File: src/rtl/fetch_pkg.sv
// Shared fetch-stage definitions: instruction constants, PC-select
// encodings and the {pc, instr} bundle carried through the fetch queue.
package fetch_pkg;

  localparam logic [31:0] NOP_INSTR = 32'h0000_0013;

  localparam logic [1:0] PCSRC_PLUS4  = 2'b00;
  localparam logic [1:0] PCSRC_TARGET = 2'b01;
  localparam logic [1:0] PCSRC_JALR   = 2'b10;

  localparam int FETCH_MAX_OUTST = 2;

  typedef struct packed {
    logic [31:0] pc;
    logic [31:0] instr;
  } fetch_entry_t;

  // 11 behaves like a branch/JAL target
  function automatic logic [31:0] redirect_target(
    input logic [1:0]  src,
    input logic [31:0] tgt,
    input logic [31:0] alu
  );
    return (src == PCSRC_JALR) ? (alu & ~32'd1) : tgt;
  endfunction

endpackage

File: src/rtl/fetch_queue.sv
// Two-entry synchronous FIFO of fetched {pc, instr} pairs.
// Push and pop may coincide even when full; clear wins over both.
module fetch_queue
  import fetch_pkg::*;
(
  input  logic         clk,
  input  logic         rst,
  input  logic         clear,
  input  logic         push,
  input  logic         pop,
  input  fetch_entry_t din,
  output fetch_entry_t head,
  output logic [1:0]   count
);

  fetch_entry_t mem [2];
  logic         rd_ptr;
  logic         wr_ptr;
  logic         do_push;
  logic         do_pop;

  assign do_pop  = pop && (count != 2'd0);
  assign do_push = push && ((count != 2'd2) || do_pop);
  assign head    = mem[rd_ptr];

  always_ff @(posedge clk or posedge rst) begin
    if (rst) begin
      rd_ptr <= 1'b0;
      wr_ptr <= 1'b0;
      count  <= 2'd0;
      mem[0] <= '0;
      mem[1] <= '0;
    end else if (clear) begin
      rd_ptr <= 1'b0;
      wr_ptr <= 1'b0;
      count  <= 2'd0;
    end else begin
      if (do_push) begin
        mem[wr_ptr] <= din;
        wr_ptr      <= ~wr_ptr;
      end
      if (do_pop) begin
        rd_ptr <= ~rd_ptr;
      end
      count <= count + 2'(do_push) - 2'(do_pop);
    end
  end

endmodule

File: src/rtl/fetch_unit.sv
// Instruction fetch with up to two requests in flight, a response
// queue, stale-response dropping after redirects, and the IF/ID register.
module fetch_unit
  import fetch_pkg::*;
#(
  parameter logic [31:0] RESET_PC = 32'h0000_0000
) (
  input  logic        clk,
  input  logic        rst,
  input  logic        StallF,
  input  logic        StallD,
  input  logic        FlushD,
  input  logic [1:0]  PCSrcE,
  input  logic [31:0] PCTargetE,
  input  logic [31:0] ALUResultE,
  output logic        IMemReqValid,
  output logic [31:0] IMemReqAddr,
  input  logic        IMemReqReady,
  input  logic        IMemRespValid,
  input  logic [31:0] IMemRespData,
  output logic [31:0] InstrD,
  output logic [31:0] PCD,
  output logic [31:0] PCPlus4D,
  output logic        ValidD
);

  logic [31:0]  pcf;
  logic [31:0]  pcr;
  logic [1:0]   outst;
  logic [1:0]   drop;
  logic [1:0]   qcount;
  logic [31:0]  target;
  logic         redirect;
  logic         req_fire;
  logic         resp_in;
  logic         accept;
  logic         bypass;
  logic         push;
  logic         pop;
  fetch_entry_t q_head;
  fetch_entry_t resp_entry;

  assign redirect = (PCSrcE != PCSRC_PLUS4);
  assign target   = redirect_target(PCSrcE, PCTargetE, ALUResultE);

  // queued entries hold credits too, so the queue can never overflow
  assign IMemReqValid = !rst && !StallF && !redirect &&
                        (({1'b0, outst} + {1'b0, qcount}) < 3'(FETCH_MAX_OUTST));
  assign IMemReqAddr  = pcf;
  assign req_fire     = IMemReqValid && IMemReqReady;

  // a response with nothing outstanding belongs to a pre-reset request
  assign resp_in    = IMemRespValid && (outst != 2'd0);
  assign accept     = resp_in && !redirect && (drop == 2'd0);
  assign resp_entry = '{pc: pcr, instr: IMemRespData};

  assign pop    = !redirect && !FlushD && !StallD && (qcount != 2'd0);
  assign bypass = accept && !FlushD && !StallD && (qcount == 2'd0);
  assign push   = accept && !bypass;

  fetch_queue u_queue (
    .clk   (clk),
    .rst   (rst),
    .clear (redirect),
    .push  (push),
    .pop   (pop),
    .din   (resp_entry),
    .head  (q_head),
    .count (qcount)
  );

  always_ff @(posedge clk or posedge rst) begin
    if (rst) begin
      pcf   <= RESET_PC;
      pcr   <= RESET_PC;
      outst <= 2'd0;
      drop  <= 2'd0;
    end else begin
      outst <= outst + 2'(req_fire) - 2'(resp_in);
      if (redirect) begin
        pcf  <= target;
        pcr  <= target;
        drop <= outst - 2'(resp_in);
      end else begin
        if (req_fire) pcf <= pcf + 32'd4;
        if (accept) pcr <= pcr + 32'd4;
        if (resp_in && (drop != 2'd0)) drop <= drop - 2'd1;
      end
    end
  end

  always_ff @(posedge clk or posedge rst) begin
    if (rst) begin
      InstrD   <= NOP_INSTR;
      PCD      <= 32'd0;
      PCPlus4D <= 32'd0;
      ValidD   <= 1'b0;
    end else if (FlushD || redirect) begin
      InstrD <= NOP_INSTR;
      ValidD <= 1'b0;
    end else if (!StallD) begin
      if (pop) begin
        InstrD   <= q_head.instr;
        PCD      <= q_head.pc;
        PCPlus4D <= q_head.pc + 32'd4;
        ValidD   <= 1'b1;
      end else if (bypass) begin
        InstrD   <= resp_entry.instr;
        PCD      <= resp_entry.pc;
        PCPlus4D <= resp_entry.pc + 32'd4;
        ValidD   <= 1'b1;
      end else begin
        InstrD <= NOP_INSTR;
        ValidD <= 1'b0;
      end
    end
  end

endmodule

File: config.mk
export PLATFORM = sky130hd
export DESIGN_NAME = fetch_unit
export DESIGN_NICKNAME = d
export VERILOG_FILES = /design/src/rtl/fetch_pkg.sv /design/src/rtl/fetch_queue.sv /design/src/rtl/fetch_unit.sv
export SDC_FILE = /design/constraint.sdc
export NUM_CORES = 1
export LEC_CHECK = 0
export BUFFER_PORTS_ARGS = -buffer_cell sky130_fd_sc_hd__buf_2
export CORE_MARGIN = 2
export CORE_UTILIZATION = 57
export CTS_CLUSTER_SIZE = 25
export DETAILED_ROUTE_END_ITERATION = 6
export PLACE_DENSITY = 0.8
export SLEW_MARGIN = 5
export SYNTH_ARGS = -nofsm -noshare
export SYNTH_HDL_FRONTEND = slang
export SYNTH_SLANG_ARGS = --single-unit
File: constraint.sdc
create_clock -name clk -period 11.98 [get_ports clk]
set_input_delay 0.599 -clock clk [delete_from_list [all_inputs] [get_ports clk]]
set_output_delay 0.599 -clock clk [all_outputs]
set_load 0.05 [all_outputs]
==> results of run 1 <==
per-layer routing:
| layer | vias up | track usage, % | share of wire [%] |
|---|---|---|---|
| met4 | 0 | 8.85 | 2.5 |
| met2 | 626 | 46.2 | 46 |
| met5 | - | 0 | 0 |
| li1 | 5681 | - | - |
| met3 | 83 | 7.03 | 9.9 |
| met1 | 6218 | 42.0 | 42 |
power by group:
group	internal (mW)	total (mW)	switching (mW)	leakage, nW
clock network	0.567	0.966	0.400	0.509
registers	1.18	1.35	0.167	3.90
logic	0.299	0.899	0.600	3.53
total	2.05	3.22	1.17	7.94
worst reg2reg max path, cell delays in order (launching register included):
cell and delay [ps]:
dfrtp_4 960, buf_4 720, nand3_1 200, a222oi_1 860, nand2_2 300, nor3_1 350
xor2_1 190, a21oi_1 80
final cells by class:
| type | count | area [um2] |
|---|---|---|
| timing repair buffer | 246 | 1260 |
| clock inverter | 9 | 114 |
| antenna | 4 | 10.0 |
| inverter | 22 | 90.1 |
| fill | 2004 | 8650 |
| tap | 335 | 419 |
| multi-input combinational | 1055 | 7110 |
| sequential | 293 | 7340 |
| clock buffer | 47 | 915 |
sequential cells by signal, indices dropped and copies added (netlist names):
register / cells
outst: 2
drop: 2
PCD: 32
u_queue.rd_ptr: 1
u_queue.wr_ptr: 1
u_queue.mem: 128
u_queue.count: 2
InstrD: 32
IMemReqAddr: 31
pcr: 31
PCPlus4D: 30
ValidD: 1
worst max-delay path by stage:
stage | start | end | slack (ps) | cells after the start
floorplan | rst | IMemReqAddr[10]$_DFFE_PP0P_ | 3300 | 1
global placement | PCSrcE[0] | u_queue.count[1]$_DFF_PP0_ | 7790 | 11
detailed placement | PCSrcE[0] | u_queue.count[1]$_DFF_PP0_ | 7720 | 11
CTS | u_queue.rd_ptr$_DFFE_PP0P_ | PCPlus4D[31]$_DFFE_PP0P_ | 8200 | 7
global route | u_queue.rd_ptr$_DFFE_PP0P_ | PCPlus4D[31]$_DFFE_PP0P_ | 7980 | 7
finish | u_queue.rd_ptr$_DFFE_PP0P_ | PCPlus4D[31]$_DFFE_PP0P_ | 8140 | 7
cell usage in the layout (no fill, tap or decap), drive strengths merged, types with 5 or more instances in the layout:
cell / n
and4: 6
clkinv: 7
a21o: 5
buf: 246
inv: 22
nand3: 40
a31oi: 7
nand3b: 9
ha: 9
a221o: 29
nor3: 17
mux2i: 58
o31ai: 11
xor2: 19
nand4: 23
nor4: 10
or2: 6
mux2: 137
a22oi: 35
o21ai: 93
dfrtp: 290
o22a: 7
nor2: 125
and3: 12
clkbuf: 47
xnor2: 46
a21oi: 145
a211oi: 9
o22ai: 21
nand2: 134
metrics by stage:
stage          util [%]  std cells
2_1_floorplan         -       1476
4_1_cts            66.6       2007
3_5_place_dp       62.6       1951
6_report           66.6       2011
3_3_place_gp       62.6       1951
5_1_grt            66.6       2010
logic make-up after synthesis:
group           after synthesis  share of synthesized area (%)
simple gates                401                           12.6
flops                       293                           48.9
mux                         195                           14.2
buf+inv                     128                           3.83
compound gates              384                           15.8
xor+xnor                     65                           3.80
fa+ha+maj                    10                          0.885
==> results.json, run 1 <==
{
  "status": "complete, no violations",
  "gr-usage-all-layers_pct": 29.7,
  "syn-num-nets": 1591,
  "synth_async_sr_flop_share_pct": 100,
  "cp_data_arrival_time_ps": 4240,
  "route.antenna.remaining_nets": 0,
  "critical_path_required_ps": 12380,
  "cp_slowest_cell": "dfrtp_4",
  "crit_path_start_kind": "flip-flop",
  "place_hpwl_um": 28300,
  "area_delta_synth_final_pct": 15.2,
  "floorplan.initialDensity_pct": 57.8,
  "port-buffer-count": 233,
  "numClockSinks": 293,
  "number_of_antenna_violations_at_the_first_check_in_global_routing": 5,
  "maxCapViolations": 0,
  "register_area_share_after_synthesis_pct": 48.9,
  "post-route-drc-count": 0,
  "timing.rr.end": "PCPlus4D[31]$_DFFE_PP0P_",
  "global_route_wire_length_before_repair_um": 66800,
  "yosys_reg_bits": 293,
  "pre_cts_ws_ps": 7720,
  "final.setup_skew_ps": 15.2,
  "worst_hold_slack_ps": 254,
  "report.power.total_mw": 3.22,
  "timing.critical_path.fanout_max": 55,
  "cts_resized": 0,
  "floorplan.rows": 59,
  "yosysTopAreaCell": "dfrtp_1",
  "power.static_leakage_nw": 7.94,
  "cp-end-kind": "flip-flop",
  "max_freq_mhz": 260,
  "cp.buffers_inverters": 1,
  "min_path_cells": 3,
  "cts.htree.levels": 1,
  "critical_path.cell_chain": "buf_4, nand3_1, a222oi_1, nand2_2, nor3_1, xor2_1, a21oi_1",
  "synth_enable_flop_cells": 0,
  "hold_viol_final": 0,
  "routabilityCongestion": 0.918,
  "worstRegToRegCells": 7,
  "worst-setup-path-type": "reg2reg",
  "netlist_top_cells_area": "dfrtp_1 48%, mux2_2 10%, a21oi_1 4.8%, mux2i_1 3.9%, nand2_1 3.3%",
  "hold_start": "PCTargetE[1]",
  "wl_per_cell_um": 20.7,
  "totalNegativeSetupSlack_ps": 0,
  "ir_worst_vdd_v": 0.000159,
  "cts-root-to-sink-buffers": 3,
  "post_route_cells_drive_above_1_share_pct": 27.5,
  "layout_worst_path_cycle_share_pct": 32.1,
  "regToRegSetupSlack_ps": 8140,
  "globalRouteOverflowTotal": 0,
  "regToRegStartpoint": "u_queue.rd_ptr$_DFFE_PP0P_",
  "post_synth_inst_count": 1476,
  "unrepaired_setup_endpoints_after_global_routing": "false",
  "yosys.cell_count.top_type": "dfrtp_1",
  "via_count_of_the_first_global_routing_pass": 12300,
  "netlist_top_cells_count": "290 x dfrtp_1, 144 x a21oi_1, 137 x mux2_2, 133 x nand2_1, 123 x nor2_1",
  "powerDensity_mw_per_mm2": 186,
  "clk_pin_slew_ps": 60,
  "post-cts-setup-buffers": 0,
  "post-route-worst-setup-slack_ps": 8140,
  "postPlaceCellArea_mm2": 0.0162,
  "worstMarginPinSlew_ps": 1200,
  "cts.hold.buffers_added": 0,
  "root_buffer": "clkbuf_16",
  "cts_inserted_buffers": 30,
  "drv_slew": 0,
  "first_iter_violations": 1349,
  "ioPinCount": 235,
  "synth_top_cell_area_share_pct": 48.4,
  "yosysWarningCount": 0,
  "design.die.area_mm2": 0.0276,
  "syn_area_per_cell_um2": 10.2,
  "maximum_number_of_pins_on_one_net_before_global_route_repair": 153,
  "finish.net_count": 1763,
  "post_drt_via_cell_ratio": 6.27,
  "worst_skew_pair_later_pin_latency_ps": 570,
  "wl_um": 41600,
  "final_design_area_no_fill_mm2": 0.0173,
  "timing.hold.worst.class": "in2reg",
  "firstDrtPassIters": 5,
  "post-route-min-period_ps": 3840,
  "max_slew_margin_pct": 19.4,
  "die_w_um": 166,
  "die_y_um": 166,
  "hold_path_end": "IMemReqAddr[1]$_DFFE_PP0P_",
  "critical-path-top-delay-family": "flip-flops",
  "synth_flop_cell": "dfrtp_1",
  "tritoncts": "yes",
  "synth_area_mm2": 0.0150,
  "setup_violations": 0,
  "route.vias.total": 12600,
  "coreArea_mm2": 0.0259,
  "synthDistinctLibCells": 67,
  "slowest_delay_ps": 960
}
Note: power is estimated with default switching activity, not from simulation.
==> run 2, diff against run 1 <==
ABC_AREA = 1   (was unset)
CORE_UTILIZATION = 58   (was 57)
PLACE_DENSITY = 0.81   (was 0.8)
clock period = 3.9 ns   (was 11.98 ns; I/O delays follow)
==> run 2 against run 1 <==
- register-to-register slack lost 7000 ps
- non-clock buffer count grew 50
- power rose to 3.5 times the previous value
- sequential cell count is the same
- clock power rose to 3.3 times the previous value
- die area grew 3.9%
- critical path type unchanged
==> results.json, run 2 <==
{
  "status": "complete, no violations",
  "syn_area_per_cell_um2": 7.54,
  "regMostFlops": "u_queue.mem",
  "max_slew_margin_pct": 24.9,
  "port-buffer-count": 233,
  "crit_path_start_kind": "flip-flop",
  "powerDensity_mw_per_mm2": 611,
  "die_w_um": 169,
  "yosys_reg_bits": 293,
  "layout.cells.most_common": "nand2_1",
  "coreArea_mm2": 0.0269,
  "hold_viol_final": 0,
  "cts-root-to-sink-buffers": 3,
  "largest_reg_flops": 128,
  "clock_power_share_pct": 28.0,
  "wl_um": 49200,
  "max_freq_mhz": 358,
  "post-route-drc-count": 0,
  "worstMarginPinSlew_ps": 1120,
  "netlist_top_cells_count": "608 x nand2_1, 290 x dfrtp_1, 246 x nor2_1, 196 x inv_1, 134 x o21ai_1",
  "timing.hold.worst.class": "in2reg",
  "worst_skew_pair_later_pin_latency_ps": 580,
  "timing.critical_path.fanout_max": 22,
  "gr-usage-all-layers_pct": 34.3,
  "register_area_share_after_synthesis_pct": 46.3,
  "post-route-min-period_ps": 2790,
  "synth_async_sr_flop_share_pct": 100,
  "via_count_of_the_first_global_routing_pass": 14700,
  "ioPinCount": 235,
  "worst_hold_slack_ps": 40.3,
  "final.setup_skew_ps": 17.9,
  "yosys.cell_count.top_type": "nand2_1",
  "maximum_number_of_pins_on_one_net_before_global_route_repair": 125,
  "clk_pin_slew_ps": 70,
  "post_drt_via_cell_ratio": 5.73,
  "place_hpwl_um": 34700,
  "root_buffer": "clkbuf_16",
  "route.vias.total": 15400,
  "ir_worst_vdd_v": 0.000411,
  "floorplan.rows": 60,
  "critical_path.cell_chain": "inv_6, nand2_1, nand2_1, ha_1, inv_1, a21oi_1, nand2_1, inv_1, nand2_1, inv_2, nand2_1, inv_2, nand2_1, nand2_1, nand3_1, nand2_1, nand2_1",
  "number_of_antenna_violations_at_the_first_check_in_global_routing": 0,
  "synth_flop_cell": "dfrtp_1",
  "route.antenna.remaining_nets": 0,
  "cp_slowest_cell": "dfrtp_2",
  "maxCapViolations": 0,
  "layout_worst_path_cycle_share_pct": 71.6,
  "die_y_um": 169,
  "routabilityCongestion": 0.964,
  "post_synth_inst_count": 2104,
  "design.die.area_mm2": 0.0287,
  "pre_cts_ws_ps": 1110,
  "global_route_wire_length_before_repair_um": 78100,
  "cp-end-kind": "flip-flop",
  "netlist_top_cells_area": "dfrtp_1 46%, nand2_1 14%, nor2_1 5.8%, inv_1 4.6%, o21ai_1 4.2%",
  "firstDrtPassIters": 5,
  "tritoncts": "yes",
  "switching_share_pct": 41.1,
  "p_sw_mw": 4.68,
  "syn-num-nets": 2219,
  "synthDistinctLibCells": 55,
  "worst-setup-path-type": "reg2reg",
  "finish.net_count": 2438,
  "first_iter_violations": 1679,
  "globalRouteOverflowTotal": 0,
  "synth_top_cell_area_share_pct": 45.8,
  "highest_count_cells_in_the_layout_ignoring_fill_and_taps": "606 x nand2_1, 289 x dfrtp_1, 246 x nor2_1, 233 x buf_2, 195 x inv_1",
  "yosysTopAreaCell": "dfrtp_1",
  "diodes": 0,
  "post_route_cells_drive_above_1_share_pct": 16.4,
  "cts_resized": 0,
  "yosysWarningCount": 0,
  "pwr-share-seq_pct": 38.4,
  "setup_violations": 0,
  "area_delta_synth_final_pct": 17.7,
  "cp_data_arrival_time_ps": 3260,
  "hold_start": "ALUResultE[17]",
  "cts_inserted_buffers": 31,
  "nFillCells": 2213,
  "unrepaired_setup_endpoints_after_global_routing": "false",
  "critical_path_required_ps": 4370,
  "cpMostUsedCell": "nand2_1",
  "top_regs": "u_queue.mem: 128 flops, InstrD: 32 flops, PCD: 32 flops",
  "drv_slew": 0,
  "intPower_mw": 6.73,
  "power.static_leakage_nw": 9.17,
  "slowest_delay_ps": 570,
  "synth_area_mm2": 0.0159,
  "post-route-worst-setup-slack_ps": 1110,
  "synth_enable_flop_cells": 0,
  "wl_per_cell_um": 18.3,
  "power.share.combinational_pct": 33.6,
  "numClockSinks": 293,
  "totalNegativeSetupSlack_ps": 0,
  "floorplan.initialDensity_pct": 59.0,
  "cts.htree.levels": 1,
  "critical_path.startpoint": "u_queue.rd_ptr$_DFFE_PP0P_",
  "regToRegStartpoint": "u_queue.rd_ptr$_DFFE_PP0P_"
}
run 2: per-layer routing:
layer / part of all wire [%] / track usage (%) / up-vias
met4: 3.0 / 10.3 / 0
li1: - / - / 7284
met3: 8.8 / 4.38 / 92
met1: 41 / 48.2 / 7285
met5: 0 / 0 / -
met2: 47 / 56.0 / 749
run 2: per-stage QoR:
step                      util, %  instances  instance area (um2)  total power [mW]
after floorplan                 -       2104                15900              7.06
after global placement       63.9       2595                17200              8.05
after detailed placement     63.9       2595                17200              8.18
after CTS                    69.4       2689                18700              11.4
after global routing         69.4       2689                18700              12.0
final                        69.4       2689                18700              11.4
run 2: cells by family (layout without fill, tap and decap cells):
family | after synthesis | in the layout | share of synthesized area (%)
buffers and inverters | 320 | 564 | 8.62
AO/OA/AOI/OAI | 431 | 431 | 16.0
flip-flops | 293 | 293 | 46.3
adder cells (fa/ha/maj) | 10 | 10 | 0.836
AND/OR/NAND/NOR | 1014 | 1014 | 26.2
XOR/XNOR | 36 | 36 | 1.99
run 2: timing repair:
action,CTS,global route
endpoints found under the hold margin,127,0
hold buffers,36,0
setup buffers,0,0
run 2: final timing paths:
| kind | endpoint | slack [ps] | depth (start not counted) |
|---|---|---|---|
| setup / recovery | PCPlus4D[26]$_DFFE_PP0P_ | 1110 | 17 |
| hold / removal | IMemReqAddr[17]$_DFFE_PP0P_ | 40 | 4 |
| setup reg to reg | PCPlus4D[26]$_DFFE_PP0P_ | 1110 | 17 |
| hold reg to reg | PCD[21]$_DFFE_PP0P_ | 480 | 2 |
| max in group asynchronous | u_queue.mem[52]$_DFFE_PP0P_ | 2430 | 4 |
| min in group asynchronous | IMemReqAddr[3]$_DFFE_PP0P_ | 330 | 3 |
run 2: critical path, delay by kind of cell, from the launching register on:
kind | cells | cell delay, ps
flip-flops | 1 | 570
buffers and inverters | 5 | 690
adder cells (fa/ha/maj) | 1 | 270
AO/OA/AOI/OAI | 1 | 160
AND/OR/NAND/NOR | 10 | 970
run 2: area by class of cell:
| cell class | count | area, um2 | area share, % |
|---|---|---|---|
| sequential | 293 | 7340 | 39.3 |
| multi-input combinational | 1491 | 7190 | 38.5 |
| timing repair buffer | 296 | 1790 | 9.60 |
| clock buffer | 43 | 911 | 4.88 |
| inverter | 210 | 798 | 4.28 |
| tap | 341 | 427 | 2.29 |
| clock inverter | 15 | 209 | 1.12 |
run 2: power groups by stage:
stage	sequential, mW	combinational, mW	clock (mW)
final	4.38	3.84	3.20
after global routing	4.45	4.17	3.35
after CTS	4.36	3.82	3.22
after detailed placement	4.40	3.78	0
after global placement	4.38	3.68	0
after floorplan	5.43	1.64	0
